[config.mk]
export PLATFORM = sky130hd
export DESIGN_NAME = iwdg_wb
export DESIGN_NICKNAME = d
export VERILOG_FILES = /design/src/rtl/iwdg_wb.sv
export SDC_FILE = /design/constraint.sdc
export NUM_CORES = 1
export LEC_CHECK = 0
export BUFFER_PORTS_ARGS = -buffer_cell sky130_fd_sc_hd__buf_4
export CORE_MARGIN = 8
export CORE_UTILIZATION = 55
export DETAILED_ROUTE_END_ITERATION = 7
export PLACE_DENSITY = 0.91
export SLEW_MARGIN = 20
export SYNTH_ARGS = -nofsm -noshare
export SYNTH_HDL_FRONTEND = slang
export SYNTH_SLANG_ARGS = --single-unit
[constraint.sdc]
create_clock -name clk_m2s -period 6.83 [get_ports clk_m2s]
set_input_delay 0.3415 -clock clk_m2s [delete_from_list [all_inputs] [get_ports clk_m2s]]
set_output_delay 0.3415 -clock clk_m2s [all_outputs]
set_load 0.02 [all_outputs]
[src/rtl/iwdg_wb.sv]
// ---------------------------------------------------------------------------
// iwdg_wb -- independent watchdog with a Wishbone classic slave interface.
//
// A 12-bit down-counter is decremented once every "divider" ticks of the
// low-speed oscillator (LSI). If software lets it run past zero, rst_iwdg is
// pulsed for one clock and the counter reloads. Software refreshes it
// through the key register. Everything runs on clk_m2s. clk_lsi is only
// sampled as a data level.
//
// Ports
//   clk_m2s   : bus clock, the only clock in the design
//   rst_m2s   : synchronous active-high reset
//   clk_lsi   : LSI oscillator level (asynchronous, synchronized here)
//   dat_m2s   : write data
//   adr_m2s   : byte address, must exactly match one register address
//   sel_m2s   : byte selects (ignored, all writes are full width)
//   cyc_m2s   : bus cycle valid
//   we_m2s    : 1 = write, 0 = read
//   lok_m2s   : bus lock (ignored)
//   stb_m2s   : strobe
//   err_s2m   : error termination for unmapped addresses
//   rty_s2m   : retry, never used (tied low)
//   dat_s2m   : read data, valid with ack_s2m and zero otherwise
//   ack_s2m   : acknowledge, one cycle after the request
//   rst_iwdg  : one-cycle watchdog reset pulse
// ---------------------------------------------------------------------------
module iwdg_wb #(
  parameter int          GRL           = 1,
  parameter int          IWDG_KR_SIZE  = 16,
  parameter int          IWDG_PR_SIZE  = 3,
  parameter int          IWDG_RLR_SIZE = 12,
  parameter int          IWDG_ST_SIZE  = 2,
  parameter logic [31:0] BASE_ADR      = 32'h0100_0000,
  parameter logic [31:0] IWDG_KR_ADR   = BASE_ADR + 32'h0,
  parameter logic [31:0] IWDG_PR_ADR   = BASE_ADR + 32'h4,
  parameter logic [31:0] IWDG_RLR_ADR  = BASE_ADR + 32'h8,
  parameter logic [31:0] IWDG_ST_ADR   = BASE_ADR + 32'hC
) (
  input  logic         clk_m2s,
  input  logic         rst_m2s,
  input  logic         clk_lsi,
  input  logic [31:0]  dat_m2s,
  input  logic [31:0]  adr_m2s,
  input  logic [GRL:0] sel_m2s,
  input  logic         cyc_m2s,
  input  logic         we_m2s,
  input  logic         lok_m2s,
  input  logic         stb_m2s,
  output logic         err_s2m,
  output logic         rty_s2m,
  output logic [31:0]  dat_s2m,
  output logic         ack_s2m,
  output logic         rst_iwdg
);

  localparam logic [IWDG_KR_SIZE-1:0] KEY_ENABLE = IWDG_KR_SIZE'(16'hCCCC);
  localparam logic [IWDG_KR_SIZE-1:0] KEY_RELOAD = IWDG_KR_SIZE'(16'hAAAA);
  localparam logic [IWDG_KR_SIZE-1:0] KEY_UNLOCK = IWDG_KR_SIZE'(16'h5555);

  // LSI synchronizer / edge detector
  logic [1:0] r_lsiSync;
  logic       r_lsiDly;
  logic       w_tick;

  // bus response
  logic        r_ack;
  logic        r_err;
  logic [31:0] r_dat;

  // programming registers and their shadows
  logic [IWDG_PR_SIZE-1:0]  r_pr;
  logic [IWDG_PR_SIZE-1:0]  r_prShadow;
  logic                     r_pvu;
  logic [IWDG_RLR_SIZE-1:0] r_rlr;
  logic [IWDG_RLR_SIZE-1:0] r_rlrShadow;
  logic                     r_rvu;
  logic                     r_enabled;
  logic                     r_writeAccess;

  // countdown machinery
  logic [IWDG_RLR_SIZE-1:0] r_cnt;
  logic [7:0]               r_psc;
  logic                     r_rstIwdg;

  // decoded bus signals
  logic                    w_req;
  logic                    w_hitKr;
  logic                    w_hitPr;
  logic                    w_hitRlr;
  logic                    w_hitSt;
  logic                    w_hit;
  logic                    w_wrKr;
  logic                    w_prAccept;
  logic                    w_rlrAccept;
  logic                    w_keyReload;
  logic [IWDG_KR_SIZE-1:0] w_key;
  logic [IWDG_ST_SIZE-1:0] w_status;
  logic [31:0]             w_rdata;

  // divider arithmetic
  logic [IWDG_PR_SIZE-1:0] w_prClamp;
  logic [8:0]              w_div;
  logic [7:0]              w_divM1;
  logic                    w_pscWrap;

  // Upper data bits, byte selects and lock carry no meaning for this block.
  logic w_unused;
  assign w_unused = ^{sel_m2s, lok_m2s, dat_m2s[31:IWDG_KR_SIZE]};

  // clk_lsi is asynchronous to the bus clock: two flops bring it into the
  // clk_m2s domain, and a third copy lets us spot the rising edge. The tick
  // is high for exactly one bus cycle per LSI period.
  always_ff @(posedge clk_m2s) begin
    if (rst_m2s) begin
      r_lsiSync <= 2'b00;
      r_lsiDly  <= 1'b0;
    end else begin
      r_lsiSync <= {r_lsiSync[0], clk_lsi};
      r_lsiDly  <= r_lsiSync[1];
    end
  end

  assign w_tick = r_lsiSync[1] & ~r_lsiDly;

  // A new request is only recognised while no termination is being driven,
  // so a master holding stb across the ack cycle does not get a double hit.
  assign w_req    = stb_m2s & cyc_m2s & ~r_ack & ~r_err;
  assign w_hitKr  = (adr_m2s == IWDG_KR_ADR);
  assign w_hitPr  = (adr_m2s == IWDG_PR_ADR);
  assign w_hitRlr = (adr_m2s == IWDG_RLR_ADR);
  assign w_hitSt  = (adr_m2s == IWDG_ST_ADR);
  assign w_hit    = w_hitKr | w_hitPr | w_hitRlr | w_hitSt;

  assign w_key       = dat_m2s[IWDG_KR_SIZE-1:0];
  assign w_wrKr      = w_req & we_m2s & w_hitKr;
  assign w_prAccept  = w_req & we_m2s & w_hitPr & r_writeAccess;
  assign w_rlrAccept = w_req & we_m2s & w_hitRlr & r_writeAccess;

  // The enable key only restarts the count the first time; once running,
  // only the reload key (or a timeout) puts RLR back into the counter.
  assign w_keyReload = w_wrKr & ((w_key == KEY_RELOAD) |
                                 ((w_key == KEY_ENABLE) & ~r_enabled));

  assign w_status = {r_rvu, r_pvu};

  // Read mux. KR is write-only and reads back as zero.
  always_comb begin
    w_rdata = 32'h0;
    if (w_hitPr) begin
      w_rdata = {{(32-IWDG_PR_SIZE){1'b0}}, r_pr};
    end else if (w_hitRlr) begin
      w_rdata = {{(32-IWDG_RLR_SIZE){1'b0}}, r_rlr};
    end else if (w_hitSt) begin
      w_rdata = {{(32-IWDG_ST_SIZE){1'b0}}, w_status};
    end
  end

  // Single-cycle Wishbone termination. Read data is only presented
  // alongside ack; every other cycle the data bus is driven to zero.
  always_ff @(posedge clk_m2s) begin
    if (rst_m2s) begin
      r_ack <= 1'b0;
      r_err <= 1'b0;
      r_dat <= 32'h0;
    end else begin
      r_ack <= w_req & w_hit;
      r_err <= w_req & ~w_hit;
      r_dat <= (w_req & w_hit & ~we_m2s) ? w_rdata : 32'h0;
    end
  end

  // Key register: enable is sticky until bus reset, and write access is
  // re-evaluated on every key write (any non-unlock key locks PR/RLR again).
  always_ff @(posedge clk_m2s) begin
    if (rst_m2s) begin
      r_enabled     <= 1'b0;
      r_writeAccess <= 1'b0;
    end else if (w_wrKr) begin
      r_writeAccess <= (w_key == KEY_UNLOCK);
      if (w_key == KEY_ENABLE) begin
        r_enabled <= 1'b1;
      end
    end
  end

  // PR: a write lands in the shadow and raises PVU; the active value only
  // changes on the next LSI tick. A fresh write in the same cycle as a
  // tick wins, keeping PVU set so the newest value is the one applied.
  always_ff @(posedge clk_m2s) begin
    if (rst_m2s) begin
      r_pr       <= '0;
      r_prShadow <= '0;
      r_pvu      <= 1'b0;
    end else if (w_prAccept) begin
      r_prShadow <= dat_m2s[IWDG_PR_SIZE-1:0];
      r_pvu      <= 1'b1;
    end else if (w_tick & r_pvu) begin
      r_pr  <= r_prShadow;
      r_pvu <= 1'b0;
    end
  end

  // RLR follows the same shadow/tick update scheme as PR.
  always_ff @(posedge clk_m2s) begin
    if (rst_m2s) begin
      r_rlr       <= '1;
      r_rlrShadow <= '1;
      r_rvu       <= 1'b0;
    end else if (w_rlrAccept) begin
      r_rlrShadow <= dat_m2s[IWDG_RLR_SIZE-1:0];
      r_rvu       <= 1'b1;
    end else if (w_tick & r_rvu) begin
      r_rlr <= r_rlrShadow;
      r_rvu <= 1'b0;
    end
  end

  // Divider is 4 << PR, saturating at 256 for PR >= 6.
  assign w_prClamp = (r_pr > IWDG_PR_SIZE'(6)) ? IWDG_PR_SIZE'(6) : r_pr;
  assign w_div     = 9'd4 << w_prClamp;
  assign w_divM1   = 8'(w_div - 9'd1);
  // ">=" rather than "==" so that shrinking PR mid-count cannot strand the
  // prescaler above the new terminal value.
  assign w_pscWrap = (r_psc >= w_divM1);

  // Prescaler and down-counter. A key reload in the same cycle as a count
  // event takes priority, so the refresh always wins the race and no reset
  // pulse is produced.
  always_ff @(posedge clk_m2s) begin
    if (rst_m2s) begin
      r_cnt     <= '1;
      r_psc     <= 8'd0;
      r_rstIwdg <= 1'b0;
    end else begin
      r_rstIwdg <= 1'b0;
      if (w_keyReload) begin
        r_cnt <= r_rlr;
        r_psc <= 8'd0;
      end else if (r_enabled & w_tick) begin
        if (w_pscWrap) begin
          r_psc <= 8'd0;
          if (r_cnt == '0) begin
            r_rstIwdg <= 1'b1;
            r_cnt     <= r_rlr;
          end else begin
            r_cnt <= r_cnt - IWDG_RLR_SIZE'(1);
          end
        end else begin
          r_psc <= r_psc + 8'd1;
        end
      end
    end
  end

  assign ack_s2m  = r_ack;
  assign err_s2m  = r_err;
  assign rty_s2m  = 1'b0;
  assign dat_s2m  = r_dat;
  assign rst_iwdg = r_rstIwdg;

endmodule

==> flow_summary.json <==
{
  "clk_latency_ns": 0.35,
  "cts_tree": "done",
  "slew_violations": 0,
  "dr.pass1.iters": 4,
  "fin_crit_sh_pct": 40.57,
  "start_util_pct": 57.33,
  "gp_congestion": 0.8586,
  "end_kind": "flip-flop",
  "die_area_sq_mm": 0.009029,
  "dp_hpwl_mm": 5.976,
  "syn_area_sq_mm": 0.003435,
  "min_path_type": "in -> reg",
  "antenna_found_initial": 0,
  "drive_gt1_share_pct": 23.22,
  "critPathTopFamily": "simple AND/OR/NAND/NOR gates",
  "numCtsBuffers": 9,
  "die_x_um": 95.02,
  "worstMarginPinSlew_ns": 0.9949,
  "avgSynthCellArea_sq_um": 9.436,
  "fin_skew_ns": 0.009383,
  "grt_pass1_vias": 2911,
  "fillers": 444,
  "power_density_mw_per_mm2": 220.7,
  "finalPower_w": 0.0009181,
  "synth_edf_count": 0,
  "crit_type": "reg -> reg",
  "cpPeakStageDelay_ns": 0.56,
  "clock_path_buffers": 2,
  "yosys_warnings": 0,
  "synth_seq_area_share_pct": 41.97,
  "hold_viol": 0,
  "numPortBuffers": 68,
  "vdd_drop_max_mv": 0.1864,
  "placementRows": 28,
  "place_inst": 493,
  "synthCells": 364,
  "min_period_ns": 2.771,
  "wire_per_inst_um": 15.97,
  "status": "completed",
  "grt_overflow": 0,
  "cpMaxStageDelayCell": "or4_1",
  "grt_first_pass_wirelength_mm": 13.48,
  "postCtsSetupBuffers": 0,
  "p_sw_share_pct": 19.94,
  "final_net_count": 511,
  "clk_pin_slew_ns": 0.08,
  "drtIter0Drc": 260,
  "power_frac_comb_pct": 5.7,
  "core_area_sq_mm": 0.005991,
  "finalSetupViolations": 0,
  "crit_chain": "inv_1 > ha_1 > or3b_1 > or4_1 > nor3_4 > a22o_2 > nand2b_1 > a2bb2oi_1",
  "grt_max_degree": 48,
  "critical_path.max_fanout": 9,
  "synth_cell_type_count": 58,
  "p_int_w": 0.0007350,
  "p_clk_share_pct": 48.4,
  "drt-total-wl_mm": 8.143,
  "die_h_um": 95.02,
  "required_ns": 7.03,
  "multi_input_area_sq_mm": 0.001822,
  "grt_setup_unrepaired": "no",
  "ys_top_cells_by_area": "dfxtp_1, a211o_1, nor2b_1",
  "via_per_inst": 5.676,
  "cp_num_buf_inv": 1,
  "crit_path_start_kind": "flip-flop",
  "arrival_ns": 2.97,
  "diodes": 0,
  "cts_sinks": 72,
  "area_growth_pct": 21.09,
  "seq_power_share_pct": 45.8,
  "seq_area_sq_mm": 0.001441,
  "yosysTopAreaCell": "dfxtp_1",
  "drtAntennaViolNets": 0,
  "ioPinCount": 109,
  "fmax_mhz": 360.9,
  "synthFlopType": "dfxtp_1",
  "cts_resized": 0,
  "p_sw_w": 0.0001831,
  "yosysTopAreaCellShare_pct": 41.97,
  "track_usage_pct": 18.67,
  "drv_cap": 0,
  "instances_no_fill": 510,
  "hold_buffers": 0,
  "drc_errors": 0,
  "synthArstFlopShare_pct": 0,
  "relSlewSlack_pct": 33.46,
  "num_vias": 2895,
  "h-tree-depth": 3,
  "clock-root-buffer": "clkbuf_8",
  "yosys_register_bits": 72,
  "finalSetupTns_ns": 0,
  "leakagePower_nw": 1.660
}
-- layout by cell type (no fill, tap or decap), types with 2 or more instances in the layout --
master     count
a2bb2oi_1      5
nor4bb_1       9
a21oi_1       12
o31a_1         2
or4_1          2
xnor2_1        4
buf_4         68
a22oi_1        5
nor2b_1       31
nand2_1       20
xor2_1         5
o21ai_0       11
a211o_1       25
or4_4          2
conb_1        21
clkbuf_8      10
nor2_1        30
nor3_1         4
ha_1           8
dfxtp_1       72
a221o_1        2
bufinv_16      4
nor4b_1        2
a21o_1         2
nand3_1        5
or3_1          5
mux2_2         2
a22o_2         2
nand4_1        5
inv_1          4
nor4_1         7
mux2i_1        9
nand2b_1       3
and2_1         9
and3_1         3
-- layer usage --
layer  up-vias  global-route usage, %  share of wire [%]
li1       1412                      -                  -
met1      1369                  20.50                 41
met2        95                  32.56                 50
met3        19                  6.132                6.8
met4         0                  7.542                2.0
met5         -                      0                  0
-- logic make-up after synthesis --
| kind of cell | share of synthesized area, % |
|---|---|
| AOI/OAI and AO/OA | 16.76 |
| DFF | 41.97 |
| and+or+nand+nor | 25.32 |
| buffers and inverters | 7.359 |
| muxes | 3.279 |
| adders and majority gates | 2.915 |
| other | 0.1092 |
| xor gates and xnor gates | 2.295 |
-- cells in the mapped netlist (3+ instances only) --
| cell type | instances |
|---|---|
| dfxtp_1 | 72 |
| nor2b_1 | 31 |
| nor2_1 | 30 |
| a211o_1 | 25 |
| buf_4 | 21 |
| nand2_1 | 20 |
| a21oi_1 | 12 |
| o21ai_0 | 11 |
| and2_1 | 9 |
| mux2i_1 | 9 |
| nor4bb_1 | 9 |
| ha_1 | 8 |
| clkbuf_1 | 7 |
| nor4_1 | 7 |
| a22oi_1 | 5 |
| a2bb2oi_1 | 5 |
| nand3_1 | 5 |
| nand4_1 | 5 |
| or3_1 | 5 |
| xor2_1 | 5 |
| inv_1 | 4 |
| nor3_1 | 4 |
| xnor2_1 | 4 |
| and3_1 | 3 |
| buf_2 | 3 |
| nand2b_1 | 3 |
-- final timing paths --
path / from / end / slack [ns] / cells past startpoint
max: r_cnt[0] / r_cnt[4] / 4.06 / 8
min: dat_m2s[5] / r_rlrShadow[5] / 0.20 / 2
max reg2reg: r_cnt[0] / r_cnt[4] / 4.06 / 8
min reg2reg: r_lsiSync[0] / r_lsiSync[1] / 0.45 / 1
-- cell type report --
class	instances	area share [%]
clock inverter	5	3.069
multi-input combinational	274	43.80
tap	75	2.256
inverter	4	0.3610
clock buffer	11	3.400
sequential	72	34.66
timing repair buffer	69	12.45
-- state kept, by name, summed over array words and instances, names as in the netlist, 2 cells and up --
| signal | count |
|---|---|
| r_rlrShadow | 12 |
| r_pr | 3 |
| r_psc | 8 |
| r_cnt | 12 |
| dat_s2m | 12 |
| r_prShadow | 3 |
| r_rlr | 12 |
| r_lsiSync | 2 |
-- through the flow --
stage / util, % / setup WS [ns] / cell area, sq um / hold WS (ns)
final: 69.42 / 4.059 / 4159 / 0.2025
after global routing: 69.42 / 3.918 / 4159 / 0.1878
after CTS: 69.30 / 3.835 / 4151 / 0.1941
after detailed placement: 64.81 / 3.853 / 3882 / 0.4376
after global placement: 64.81 / 3.917 / 3882 / 0.4243
after floorplan: - / 4.476 / 3510 / 0.4138
-- power groups by stage --
stage	sequential (W)	combinational [W]	clock, W
6_report	0.000421	0.0000525	0.000445
5_1_grt	0.000421	0.0000561	0.000468
4_1_cts	0.000421	0.0000518	0.000448
3_5_place_dp	0.000431	0.0000517	0
3_3_place_gp	0.000431	0.0000505	0
2_1_floorplan	0.000431	0.0000326	0
Note: power is estimated with default switching activity, not from simulation.
